===== config.mk =====
export PLATFORM = sky130hd
export DESIGN_NAME = alu_flag_cond_unit_flat
export DESIGN_NICKNAME = d
export VERILOG_FILES = /design/src/rtl/alu_flag_cond_if.sv /design/src/rtl/alu_flag_cond_unit.sv /design/src/flat_wrapper.sv
export SDC_FILE = /design/constraint.sdc
export NUM_CORES = 1
export LEC_CHECK = 0
export ABC_AREA = 1
export CORE_MARGIN = 2
export CORE_UTILIZATION = 41
export CTS_BUF_LIST = sky130_fd_sc_hd__clkbuf_8 sky130_fd_sc_hd__clkbuf_16
export DETAILED_ROUTE_END_ITERATION = 8
export PLACE_DENSITY = 0.8
export SYNTH_ARGS = -nofsm -noshare
export SYNTH_HDL_FRONTEND = slang
export SYNTH_SLANG_ARGS = --single-unit

===== constraint.sdc =====
create_clock -name clk -period 3.4 [get_ports clk]
set_input_delay 0.51 -clock clk [delete_from_list [all_inputs] [get_ports clk]]
set_output_delay 0.51 -clock clk [all_outputs]
set_load 0.01 [all_outputs]

===== src/rtl/alu_flag_cond_if.sv =====
// alu_flag_cond_if: instruction/flag bundle between decode/ALU and the flag-condition unit
interface alu_flag_cond_if;
  logic       valid_i;
  logic       stall_i;
  logic       flush_i;
  logic [3:0] cond_i;
  logic [1:0] flag_write_i;
  logic [3:0] alu_flags_i;
  logic       reg_write_i;
  logic       mem_write_i;
  logic       pc_src_i;
  logic [3:0] flags_o;
  logic       valid_o;
  logic       cond_ex_o;
  logic       reg_write_o;
  logic       mem_write_o;
  logic       pc_src_o;
  modport master (
    output valid_i, stall_i, flush_i, cond_i, flag_write_i, alu_flags_i,
           reg_write_i, mem_write_i, pc_src_i,
    input  flags_o, valid_o, cond_ex_o, reg_write_o, mem_write_o, pc_src_o
  );
  modport slave (
    input  valid_i, stall_i, flush_i, cond_i, flag_write_i, alu_flags_i,
           reg_write_i, mem_write_i, pc_src_i,
    output flags_o, valid_o, cond_ex_o, reg_write_o, mem_write_o, pc_src_o
  );
endinterface


===== src/rtl/alu_flag_cond_unit.sv =====
// alu_flag_cond_unit: NZCV flag register, condition evaluation and gated writeback enables
module alu_flag_cond_unit #(
  parameter logic [3:0] RESET_FLAGS = 4'b0000
) (
  input logic            clk,
  input logic            reset,
  alu_flag_cond_if.slave bus
);
  logic [3:0]  flags;
  logic        n, z, c, v, cond_ex, issue, pass;
  logic [15:0] cond_tbl;
  assign {n, z, c, v} = flags;
  // Entry k holds the outcome of condition code k against the current flags
  assign cond_tbl = {1'b1, 1'b1, z | (n ^ v), ~z & ~(n ^ v), n ^ v, ~(n ^ v), ~c | z, c & ~z,
                     ~v, v, ~n, n, ~c, c, ~z, z};
  assign cond_ex = cond_tbl[bus.cond_i];
  assign issue = bus.valid_i & ~bus.stall_i & ~bus.flush_i;
  assign pass = issue & cond_ex;
  assign bus.flags_o = flags;
  always_ff @(posedge clk) begin
    if (reset) flags <= RESET_FLAGS;
    else if (pass) flags <= {bus.flag_write_i[1] ? bus.alu_flags_i[3:2] : flags[3:2],
                             bus.flag_write_i[0] ? bus.alu_flags_i[1:0] : flags[1:0]};
  end
  // Flush overrides stall so a killed instruction never lingers in the output stage
  always_ff @(posedge clk) begin
    if (reset) begin
      bus.valid_o     <= 1'b0;
      bus.cond_ex_o   <= 1'b0;
      bus.reg_write_o <= 1'b0;
      bus.mem_write_o <= 1'b0;
      bus.pc_src_o    <= 1'b0;
    end else if (!bus.stall_i || bus.flush_i) begin
      bus.valid_o     <= issue;
      bus.cond_ex_o   <= pass;
      bus.reg_write_o <= pass & bus.reg_write_i;
      bus.mem_write_o <= pass & bus.mem_write_i;
      bus.pc_src_o    <= pass & bus.pc_src_i;
    end
  end
endmodule


===== src/flat_wrapper.sv =====
// flat-port wrapper written by rule: the top's interface ports become plain ports
module alu_flag_cond_unit_flat 
#(
  parameter logic [3:0] RESET_FLAGS = 4'b0000
)
  (clk, reset, bus_valid_i, bus_stall_i, bus_flush_i, bus_cond_i, bus_flag_write_i, bus_alu_flags_i, bus_reg_write_i, bus_mem_write_i, bus_pc_src_i, bus_flags_o, bus_valid_o, bus_cond_ex_o, bus_reg_write_o, bus_mem_write_o, bus_pc_src_o);
  alu_flag_cond_if bus_i ();
  input logic clk;
  input logic reset;
  input wire logic [$bits(bus_i.valid_i)-1:0] bus_valid_i;
  input wire logic [$bits(bus_i.stall_i)-1:0] bus_stall_i;
  input wire logic [$bits(bus_i.flush_i)-1:0] bus_flush_i;
  input wire logic [$bits(bus_i.cond_i)-1:0] bus_cond_i;
  input wire logic [$bits(bus_i.flag_write_i)-1:0] bus_flag_write_i;
  input wire logic [$bits(bus_i.alu_flags_i)-1:0] bus_alu_flags_i;
  input wire logic [$bits(bus_i.reg_write_i)-1:0] bus_reg_write_i;
  input wire logic [$bits(bus_i.mem_write_i)-1:0] bus_mem_write_i;
  input wire logic [$bits(bus_i.pc_src_i)-1:0] bus_pc_src_i;
  output wire logic [$bits(bus_i.flags_o)-1:0] bus_flags_o;
  output wire logic [$bits(bus_i.valid_o)-1:0] bus_valid_o;
  output wire logic [$bits(bus_i.cond_ex_o)-1:0] bus_cond_ex_o;
  output wire logic [$bits(bus_i.reg_write_o)-1:0] bus_reg_write_o;
  output wire logic [$bits(bus_i.mem_write_o)-1:0] bus_mem_write_o;
  output wire logic [$bits(bus_i.pc_src_o)-1:0] bus_pc_src_o;
  assign bus_i.valid_i = bus_valid_i;
  assign bus_i.stall_i = bus_stall_i;
  assign bus_i.flush_i = bus_flush_i;
  assign bus_i.cond_i = bus_cond_i;
  assign bus_i.flag_write_i = bus_flag_write_i;
  assign bus_i.alu_flags_i = bus_alu_flags_i;
  assign bus_i.reg_write_i = bus_reg_write_i;
  assign bus_i.mem_write_i = bus_mem_write_i;
  assign bus_i.pc_src_i = bus_pc_src_i;
  assign bus_flags_o = bus_i.flags_o;
  assign bus_valid_o = bus_i.valid_o;
  assign bus_cond_ex_o = bus_i.cond_ex_o;
  assign bus_reg_write_o = bus_i.reg_write_o;
  assign bus_mem_write_o = bus_i.mem_write_o;
  assign bus_pc_src_o = bus_i.pc_src_o;
  alu_flag_cond_unit #(.RESET_FLAGS(RESET_FLAGS)) u_core (.clk(clk), .reset(reset), .bus(bus_i));
endmodule

==> results of run 1 <==
## worst max-delay path: cells and delay by family
kind	cells	cell delay, ns
compound gates	1	0.11
simple gates	7	0.65
buf+inv	3	0.64
## cells in the final DEF, fill, tap and decap left out
cell,instances
nand3_2,5
nand2_4,1
nand2_1,29
inv_2,1
inv_4,1
nand4_1,4
clkbuf_8,3
a21oi_1,5
nand3_1,9
inv_1,19
clkdlybuf4s50_1,26
dfxtp_1,9
o21ai_0,1
nand2_2,1
nor2_1,7
## sequential cells by signal, indices dropped and copies added (netlist names)
signal	count
u_core.bus.pc_src_o	1
u_core.bus.flags_o	4
u_core.bus.cond_ex_o	1
u_core.bus.reg_write_o	1
u_core.bus.valid_o	1
u_core.bus.mem_write_o	1
## worst max-delay path by stage
| stage | slack (ns) | startpoint | to |
|---|---|---|---|
| after floorplan | 2.13 | bus_cond_i[1] | u_core.bus.flags_o[2] |
| after global placement | 1.48 | bus_cond_i[1] | u_core.bus.flags_o[0] |
| after detailed placement | 1.41 | bus_cond_i[1] | u_core.bus.flags_o[1] |
| after CTS | 1.64 | bus_cond_i[1] | u_core.bus.flags_o[1] |
| after global routing | 1.43 | bus_cond_i[1] | u_core.bus.flags_o[1] |
| final | 1.66 | bus_cond_i[1] | u_core.bus.flags_o[1] |
## power groups by stage
stage | combinational (uW) | clock, uW | sequential [uW]
after global routing | 65.2 | 129 | 111
after global placement | 57.9 | 0 | 112
after floorplan | 25.4 | 0 | 113
after CTS | 59.5 | 121 | 111
after detailed placement | 59.2 | 0 | 112
final | 59.1 | 120 | 111
## routing by layer
layer	vias up	GRT usage (%)
li1	340	-
met1	261	23.1
met2	16	23.8
met3	5	3.26
met4	0	10.0
met5	-	0
## through the flow
stage	std cells	worst slack [ns]	hold slack, ns	power [uW]	cell area (um2)
2_1_floorplan	91	2.13	0.482	139	561
3_3_place_gp	132	1.48	0.457	170	840
3_5_place_dp	132	1.41	0.460	172	840
4_1_cts	136	1.64	0.464	291	885
5_1_grt	136	1.43	0.482	305	885
6_report	136	1.66	0.463	290	885
## cells by family after synthesis
| family | after synthesis |
|---|---|
| AO/OA/AOI/OAI | 6 |
| buffers and inverters | 20 |
| flip-flops | 9 |
| AND/OR/NAND/NOR | 56 |
## layout make-up
| cell class | instances | area, um2 |
|---|---|---|
| Clock inverter | 1 | 3.75 |
| Tap cell | 15 | 18.8 |
| Clock buffer | 3 | 41.3 |
| Multi-Input combinational cell | 62 | 303 |
| Inverter | 20 | 77.6 |
| Timing Repair Buffer | 26 | 260 |
| Fill cell | 122 | 400 |
| Sequential cell | 9 | 180 |
==> flow_metrics.env, run 1 <==
export IMPL_post_cts_resized=0
export IMPL_critPathMaxFanout=10
export IMPL_synth_top_cell_area_share_pct=32.1
export IMPL_drt_iter0_markers=16
export IMPL_end_kind="flop"
export IMPL_grt_pass1_wl_um=1840
export IMPL_drt_wl_total_um=1280
export IMPL_clockBufferDepth=2
export IMPL_fin_tns_setup_ns=0
export IMPL_period_minus_slack_ns=1.74
export IMPL_start_kind="input port"
export IMPL_drc=0
export IMPL_io_pins=27
export IMPL_highest_layer="met4"
export IMPL_slew_headroom_pct=77.3
export IMPL_worstSkewPairLatency_ns=0.23
export IMPL_synth_most_common_cell="nand2_1"
export IMPL_yosys_area_top_type="dfxtp_1"
export IMPL_intPower_uw=219
export IMPL_path_cells="clkdlybuf4s50_1 > inv_2 > o21ai_0 > nand3_1 > nand3_1 > nand2_1 > nand2_4 > nand3_2 > nand2_1 > inv_1 > nor2_1"
export IMPL_die_x_um=41.0
export IMPL_fin_crit_sh_pct=51.2
export IMPL_wl_per_cell_um=9.43
export IMPL_grt_ovfl_total=0
export IMPL_chipHeight_um=41.0
export IMPL_hold_path_depth=2
export IMPL_vias=622
export IMPL_synth_top_family_by_area="simple AND/OR/NAND/NOR gates"
export IMPL_netlist_top_cells_count="nand2_1, inv_1, dfxtp_1, nand3_1, nor2_1"
export IMPL_p_comb_share_pct=20.4
export IMPL_syn2layout_area_growth_pct=57.8
export IMPL_reg2reg_depth=10
export IMPL_portBuffers=26
export IMPL_synthTopCellsByArea="dfxtp_1, nand2_1, inv_1"
export IMPL_grt_start_max_net_pins=11
export IMPL_p_clk_share_pct=41.5
export IMPL_setup_viol=0
export IMPL_grt_pass1_vias=490
export IMPL_cp_data_required_time_ns=3.57
export IMPL_antenna_found_initial=0
export IMPL_m1WireLength_um=595
export IMPL_synth_nets=109
export IMPL_cts_tree="yes"
export IMPL_layout_nets=140
export IMPL_path_clk_slew_ns=0.04
export IMPL_p_switching_uw=71.1
export IMPL_synth_edf_count=0
export IMPL_synthAdderAreaFrac_pct=0
export IMPL_htree_levels=1
export IMPL_skew_ns=0.000854
export IMPL_r2r_slack_ns=2.02
export IMPL_synthXorXnorAreaFrac_pct=0
export IMPL_switching_share_pct=24.5
export IMPL_cp_data_arrival_time_ns=1.91
export IMPL_max_freq_mhz=574
export IMPL_syn_inst=91
export IMPL_postCtsSetupBuffers=0
export IMPL_r2r_end="u_core.bus.flags_o[1]"
export IMPL_worstHoldStart="u_core.bus.valid_o"
export IMPL_rsz0062_at_grt="no"
export IMPL_synthArstFlopShare_pct=0
export IMPL_fp_row_count=13
export IMPL_critical_path_class="in2reg"
export IMPL_syn_cell_area_um2=561
export IMPL_p_leak_uw=0.000409
export IMPL_wl_met3_um=56
export IMPL_dp_hpwl_um=1060
export IMPL_p_per_area_nw_per_um2=328
export IMPL_cpMaxStageDelayCell="clkdlybuf4s50_1"
export IMPL_ir_drop_mv=0.236
export IMPL_hold_viol=0
export IMPL_drt_pass1_iter_count=4
export IMPL_grt_util_all_layers_pct=16.8
export IMPL_final_util_pct=68.8
export IMPL_synthFlopType="dfxtp_1"
export IMPL_cts_inserted_buffers=3
export IMPL_slowest_delay_ns=0.55
export IMPL_start_util_pct=43.6
export IMPL_hold_buffers=0
export IMPL_route_met2_wl_um=607
export IMPL_status="finished clean"
export IMPL_synth_compound_area_share_pct=5.36
export IMPL_fp_dieArea_um2=1680
export IMPL_synth_distinct_cells=13
export IMPL_drive_above_1_share_pct=9.92
export IMPL_vias_per_cell=4.57
export IMPL_ys_seq_elements=9
export IMPL_synth_warnings=0
export IMPL_place_congestion=0.744
export IMPL_core_region_area_um2=1280
export IMPL_root_buffer="clkbuf_8"
export IMPL_synth_mux_area_share_pct=0
export IMPL_worstReg2RegStart="u_core.bus.flags_o[1]"
export IMPL_worst_slew_pin_slew_ns=0.339
export IMPL_hp_class="reg2reg"
export IMPL_maxCapViolations=0
export IMPL_avgSynthCellArea_um2=6.16
export IMPL_drv_slew=0
export IMPL_ant_nets=0
export IMPL_synth_simple_area_share_pct=48.7
export IMPL_diodes=0
export IMPL_cts_sinks=9
export IMPL_hold_path_end="u_core.bus.valid_o"
export IMPL_ys_seq_area_share_pct=32.1
export IMPL_p_seq_share_pct=38.1
(Power assumes the default switching activity.)
==> run 2: changes to the inputs <==
--- a/config.mk
+++ b/config.mk
@@ -7,10 +7,10 @@
 export LEC_CHECK = 0
 export ABC_AREA = 1
 export CORE_MARGIN = 2
-export CORE_UTILIZATION = 41
+export CORE_UTILIZATION = 38
 export CTS_BUF_LIST = sky130_fd_sc_hd__clkbuf_8 sky130_fd_sc_hd__clkbuf_16
 export DETAILED_ROUTE_END_ITERATION = 8
-export PLACE_DENSITY = 0.8
+export PLACE_DENSITY = 0.75
 export SYNTH_ARGS = -nofsm -noshare
 export SYNTH_HDL_FRONTEND = slang
 export SYNTH_SLANG_ARGS = --single-unit
==> constraint.sdc (replaced) <==
create_clock -name clk -period 1.79 [get_ports clk]
set_input_delay 0.2685 -clock clk [delete_from_list [all_inputs] [get_ports clk]]
set_output_delay 0.2685 -clock clk [all_outputs]
set_load 0.01 [all_outputs]
==> flow_metrics.env, run 2 (synthesized netlist as in run 1, its figures left out) <==
export IMPL_grt_pass1_wl_um=1870
export IMPL_path_clk_slew_ns=0.05
export IMPL_slowest_delay_ns=0.56
export IMPL_setup_ws_ns=0.310
export IMPL_ant_nets=0
export IMPL_hp_class="reg2reg"
export IMPL_postCtsSetupBuffers=0
export IMPL_p_total_uw=549
export IMPL_reg2reg_depth=10
export IMPL_slew_headroom_pct=77.4
export IMPL_drt_iter0_markers=7
export IMPL_post_cts_resized=0
export IMPL_dp_hpwl_um=996
export IMPL_fin_crit_sh_pct=82.7
export IMPL_hold_viol=0
export IMPL_start_util_pct=42.0
export IMPL_fin_tns_setup_ns=0
export IMPL_drt_pass1_iter_count=4
export IMPL_rsz0062_at_grt="no"
export IMPL_wl_per_cell_um=9.05
export IMPL_layout_nets=140
export IMPL_maxCapViolations=0
export IMPL_final_common_cell="nand2_1"
export IMPL_antenna_found_initial=0
export IMPL_ir_drop_mv=0.518
export IMPL_cpMaxStageDelayCell="clkdlybuf4s50_1"
export IMPL_drc=0
export IMPL_drive_above_1_share_pct=9.92
export IMPL_worst_path_buf_inv=4
export IMPL_mostFrequentLayoutCells="nand2_1, clkdlybuf4s50_1, inv_1"
export IMPL_diodes=0
export IMPL_path_cells="clkdlybuf4s50_1 > inv_2 > nand2_1 > nand3_2 > nand2_1 > nand2_1 > nand3_2 > nand2_2 > inv_4 > nand3_2 > nand2_1 > inv_1 > nor2_1"
export IMPL_hold_path_depth=2
export IMPL_die_x_um=42.4
export IMPL_htree_levels=1
export IMPL_setup_viol=0
export IMPL_post_place_cells=132
export IMPL_io_pins=27
export IMPL_worstSkewPairLatency_ns=0.23
export IMPL_root_buffer="clkbuf_8"
export IMPL_skew_ns=0.00147
export IMPL_fin_cells=136
export IMPL_max_freq_mhz=676
export IMPL_drv_slew=0
export IMPL_vias_per_cell=4.49
export IMPL_status="finished clean"
export IMPL_core_region_area_um2=1330
export IMPL_cts_inserted_buffers=3
export IMPL_p_per_area_nw_per_um2=620
export IMPL_grt_util_all_layers_pct=13.5
export IMPL_worst_slew_pin_slew_ns=0.338
export IMPL_start_kind="input port"
export IMPL_critical_path_class="in2reg"
export IMPL_end_kind="flop"
export IMPL_clockBufferDepth=2
export IMPL_grt_pass1_vias=484
export IMPL_cts_sinks=9
export IMPL_cpMostUsedCell="nand2_1"
export IMPL_fp_dieArea_um2=1800
export IMPL_detailedPlace_worstSlack_ns=0.0630
export IMPL_path_delay_family="buffers and inverters"
export IMPL_cp_data_required_time_ns=1.96
export IMPL_largest_register_ffs=4
export IMPL_grt_start_max_net_pins=11
export IMPL_chipHeight_um=42.4
export IMPL_worst_path_stages=13
export IMPL_p_leak_uw=0.000409
export IMPL_grt_ovfl_total=0
export IMPL_cp_data_arrival_time_ns=1.65
export IMPL_syn2layout_area_growth_pct=57.8
export IMPL_fp_row_count=13
export IMPL_cts_tree="yes"
export IMPL_hold_buffers=0
export IMPL_place_congestion=0.817
export IMPL_portBuffers=26
export IMPL_drt_wl_total_um=1230
export IMPL_period_minus_slack_ns=1.48
export IMPL_critPathMaxFanout=10
export IMPL_whs_ns=0.464
export IMPL_vias=610
[run 2: cell counts in the layout (fill, tap and decap cells not counted)]
No cell type changed its count.
[run 2: final timing paths]
path	startpoint	endpoint	slack, ns
worst max register to register	u_core.bus.flags_o[1]	u_core.bus.flags_o[0]	0.45
worst min-delay path	u_core.bus.mem_write_o	u_core.bus.mem_write_o	0.46
worst max-delay path	bus_cond_i[1]	u_core.bus.flags_o[0]	0.31
worst min register to register	u_core.bus.mem_write_o	u_core.bus.mem_write_o	0.46
[run 2: worst reg2reg max path, delay by kind of cell (launching register included)]
family | cells | cell delay (ns)
compound gates | 1 | 0.20
buf+inv | 2 | 0.11
flops | 1 | 0.35
simple gates | 7 | 0.63
[run 2: layer usage]
metal  vias to the layer above  global-route usage [%]  routed length, um
li1                        340                       -                  -
met1                       252                    17.2                595
met2                        16                    20.3                561
met3                         2                    3.88                 60
met4                         0                    7.50                 14
met5                         -                       0                  0
[run 2: where the power goes]
group          internal [uW]  switching, uW  total, uW
registers                206           3.65        210
clock network            149           78.0        227
logic                   60.2           51.4        112
[run 2: layout make-up]
type                       instances  area (um2)
fill                             121         449
multi-input combinational         62         303
timing repair buffer              26         260
sequential                         9         180
inverter                          20        77.6
clock buffer                       3        41.3
tap                               15        18.8
clock inverter                     1        3.75
[run 2: stage by stage]
step / cell area [um2] / util [%]
final: 885 / 66.3
after global routing: 885 / 66.3
after CTS: 885 / 66.3
after detailed placement: 840 / 62.9
after global placement: 840 / 62.9
after floorplan: 561 / -
==> RTL edit (settings of run 2) <==
Reset style: asynchronous (`reset`), changed in 2 clocked blocks.
--- a/src/rtl/alu_flag_cond_unit.sv
+++ b/src/rtl/alu_flag_cond_unit.sv
@@ -18,5 +18,5 @@
   assign pass = issue & cond_ex;
   assign bus.flags_o = flags;
-  always_ff @(posedge clk) begin
+  always_ff @(posedge clk or posedge reset) begin
     if (reset) flags <= RESET_FLAGS;
     else if (pass) flags <= {bus.flag_write_i[1] ? bus.alu_flags_i[3:2] : flags[3:2],
@@ -24,5 +24,5 @@
   end
   // Flush overrides stall so a killed instruction never lingers in the output stage
-  always_ff @(posedge clk) begin
+  always_ff @(posedge clk or posedge reset) begin
     if (reset) begin
       bus.valid_o     <= 1'b0;
Check against the original RTL: differs if reset is asserted again (counterexample within 4 cycles, from zero or initial values and one cycle with reset high); with reset held inactive, the same outputs for 10 cycles.
==> RTL edit against run 2 <==
- via count shrank 0.98%
- global-route usage grew 3.2 points
- synthesized cell count shrank 13%
- first-iteration DRC count grew 14%
- fmax shrank 1.4%
- wire length grew 14%
- synthesized area shrank 1.1%
- non-clock buffer count is the same
- critical path type unchanged
- worst setup slack lost 22 ps
- sequential cell count is the same
- design area shrank 0.71%
Power is not compared: it rests on default switching activity, and its combinational part moved more than twofold at a synthesized area within 25%.
==> RTL edit: results (changes against run 2) <==
<table>
<tr><th>Metric</th><th>Value</th></tr>
<tr><th colspan="2">Status</th></tr>
<tr><td>Status</td><td>finished, final reports clean (unchanged)</td></tr>
<tr><th colspan="2">Power and ir drop</th></tr>
<tr><td>Share of power burned in the clock network</td><td>31.9%</td></tr>
<tr><th colspan="2">Logic synthesis</th></tr>
<tr><td>Unique cell type count in the Yosys netlist</td><td>11 (was 13)</td></tr>
<tr><td>Async set or reset register ratio after synthesis</td><td>100% (was 0%)</td></tr>
<tr><td>Most area-consuming cells after synthesis</td><td>sky130_fd_sc_hd__dfrtp_1 41%, sky130_fd_sc_hd__nand2_1 24%, sky130_fd_sc_hd__nand3_1 9.0% (was sky130_fd_sc_hd__dfxtp_1 32%, sky130_fd_sc_hd__nand2_1 19%, sky130_fd_sc_hd__inv_1 12%)</td></tr>
<tr><td>Number of nets produced by synthesis</td><td>97 (was 109)</td></tr>
<tr><td>Fraction of the yosys area taken by sequential cells</td><td>40.6% (was 32.1%)</td></tr>
<tr><td>Top cells by instance count after synthesis</td><td>35 x sky130_fd_sc_hd__nand2_1, 10 x sky130_fd_sc_hd__inv_1, 10 x sky130_fd_sc_hd__nand3_1, 9 x sky130_fd_sc_hd__dfrtp_1, 5 x sky130_fd_sc_hd__nand3_2 (was 29 x sky130_fd_sc_hd__nand2_1, 18 x sky130_fd_sc_hd__inv_1, 9 x sky130_fd_sc_hd__dfxtp_1, 9 x sky130_fd_sc_hd__nand3_1, 7 x sky130_fd_sc_hd__nor2_1)</td></tr>
<tr><th colspan="2">Detailed routing</th></tr>
<tr><td>Via count normalized by instance count</td><td>4.87 (was 4.49)</td></tr>
<tr><td>Total length of routed wires</td><td>1.41 mm (was 1.23 mm)</td></tr>
<tr><td>Number of design-rule violations left by the first detailed-router iteration</td><td>8 (was 7)</td></tr>
<tr><th colspan="2">Placement</th></tr>
<tr><td>Routability congestion estimate from global placement</td><td>0.927 (was 0.817)</td></tr>
<tr><td>Detailed Place HPWL</td><td>1.03 mm (was 996 µm)</td></tr>
<tr><th colspan="2">Worst setup path</th></tr>
<tr><td>Data arrival time of the critical path</td><td>1610 ps (was 1650 ps)</td></tr>
<tr><th colspan="2">Final layout</th></tr>
<tr><td>Net total in the final layout</td><td>128 (was 140)</td></tr>
<tr><td>Share of cells above drive strength 1</td><td>11.0% (was 9.92%)</td></tr>
<tr><th colspan="2">GRT</th></tr>
<tr><td>Global-route wire length before repair</td><td>2.32 mm (was 1.87 mm)</td></tr>
<tr><td>Vias in the first global route</td><td>569 (was 484)</td></tr>
<tr><th colspan="2">STA</th></tr>
<tr><td>Slew @ Worst Pin</td><td>358 ps (was 338 ps)</td></tr>
<tr><td>Final setup skew</td><td>1.90 ps (was 1.47 ps)</td></tr>
</table>
[RTL edit: logic make-up after synthesis]
logic type	after synthesis	share of synthesized area, %
AND/OR/NAND/NOR	58	50.8
buffers and inverters	12	8.58
flip-flops	9	40.6
[RTL edit: path summary, 6_finish.rpt]
path / from / endpoint / slack, ps / depth (start not counted)
setup / recovery: bus_cond_i[1] / u_core.bus.flags_o[2] / 290 / 12
hold / removal: reset / u_core.bus.reg_write_o / 300 / 2
setup reg to reg: u_core.bus.flags_o[3] / u_core.bus.flags_o[2] / 420 / 11
hold reg to reg: u_core.bus.valid_o / u_core.bus.valid_o / 480 / 2
max in group asynchronous: reset / u_core.bus.flags_o[0] / 1230 / 2
min in group clk: u_core.bus.valid_o / u_core.bus.valid_o / 480 / 2
[RTL edit: through the flow]
step / setup WS (ps) / instances / power, mW / utilization (%) / area (µm²)
floorplan: 564 / 79 / 0.375 / - / 554
global route: 168 / 124 / 0.765 / 65.9 / 878
CTS: 276 / 124 / 0.725 / 65.9 / 878
finish: 288 / 124 / 0.725 / 65.9 / 878
global placement: 100 / 120 / 0.488 / 62.5 / 833
detailed placement: 76.6 / 120 / 0.494 / 62.5 / 833
[RTL edit: area by class of cell]
class / instances / area (µm²)
clock inverters: 1 / 3.75
multi-input cells: 58 / 282
clock buffers: 3 / 41.3
fillers: 116 / 455
flip-flops and latches: 9 / 225
well taps: 15 / 18.8
repair buffers: 26 / 260
inverters: 12 / 47.5
[RTL edit: layer usage]
metal  GRT usage, %  routed length (µm)  vias up
met5              0                   0        -
met4           5.63                  19        0
met3           2.59                  77        5
met2           28.9                 679       21
met1           20.9                 631      270
li1               -                   -      308
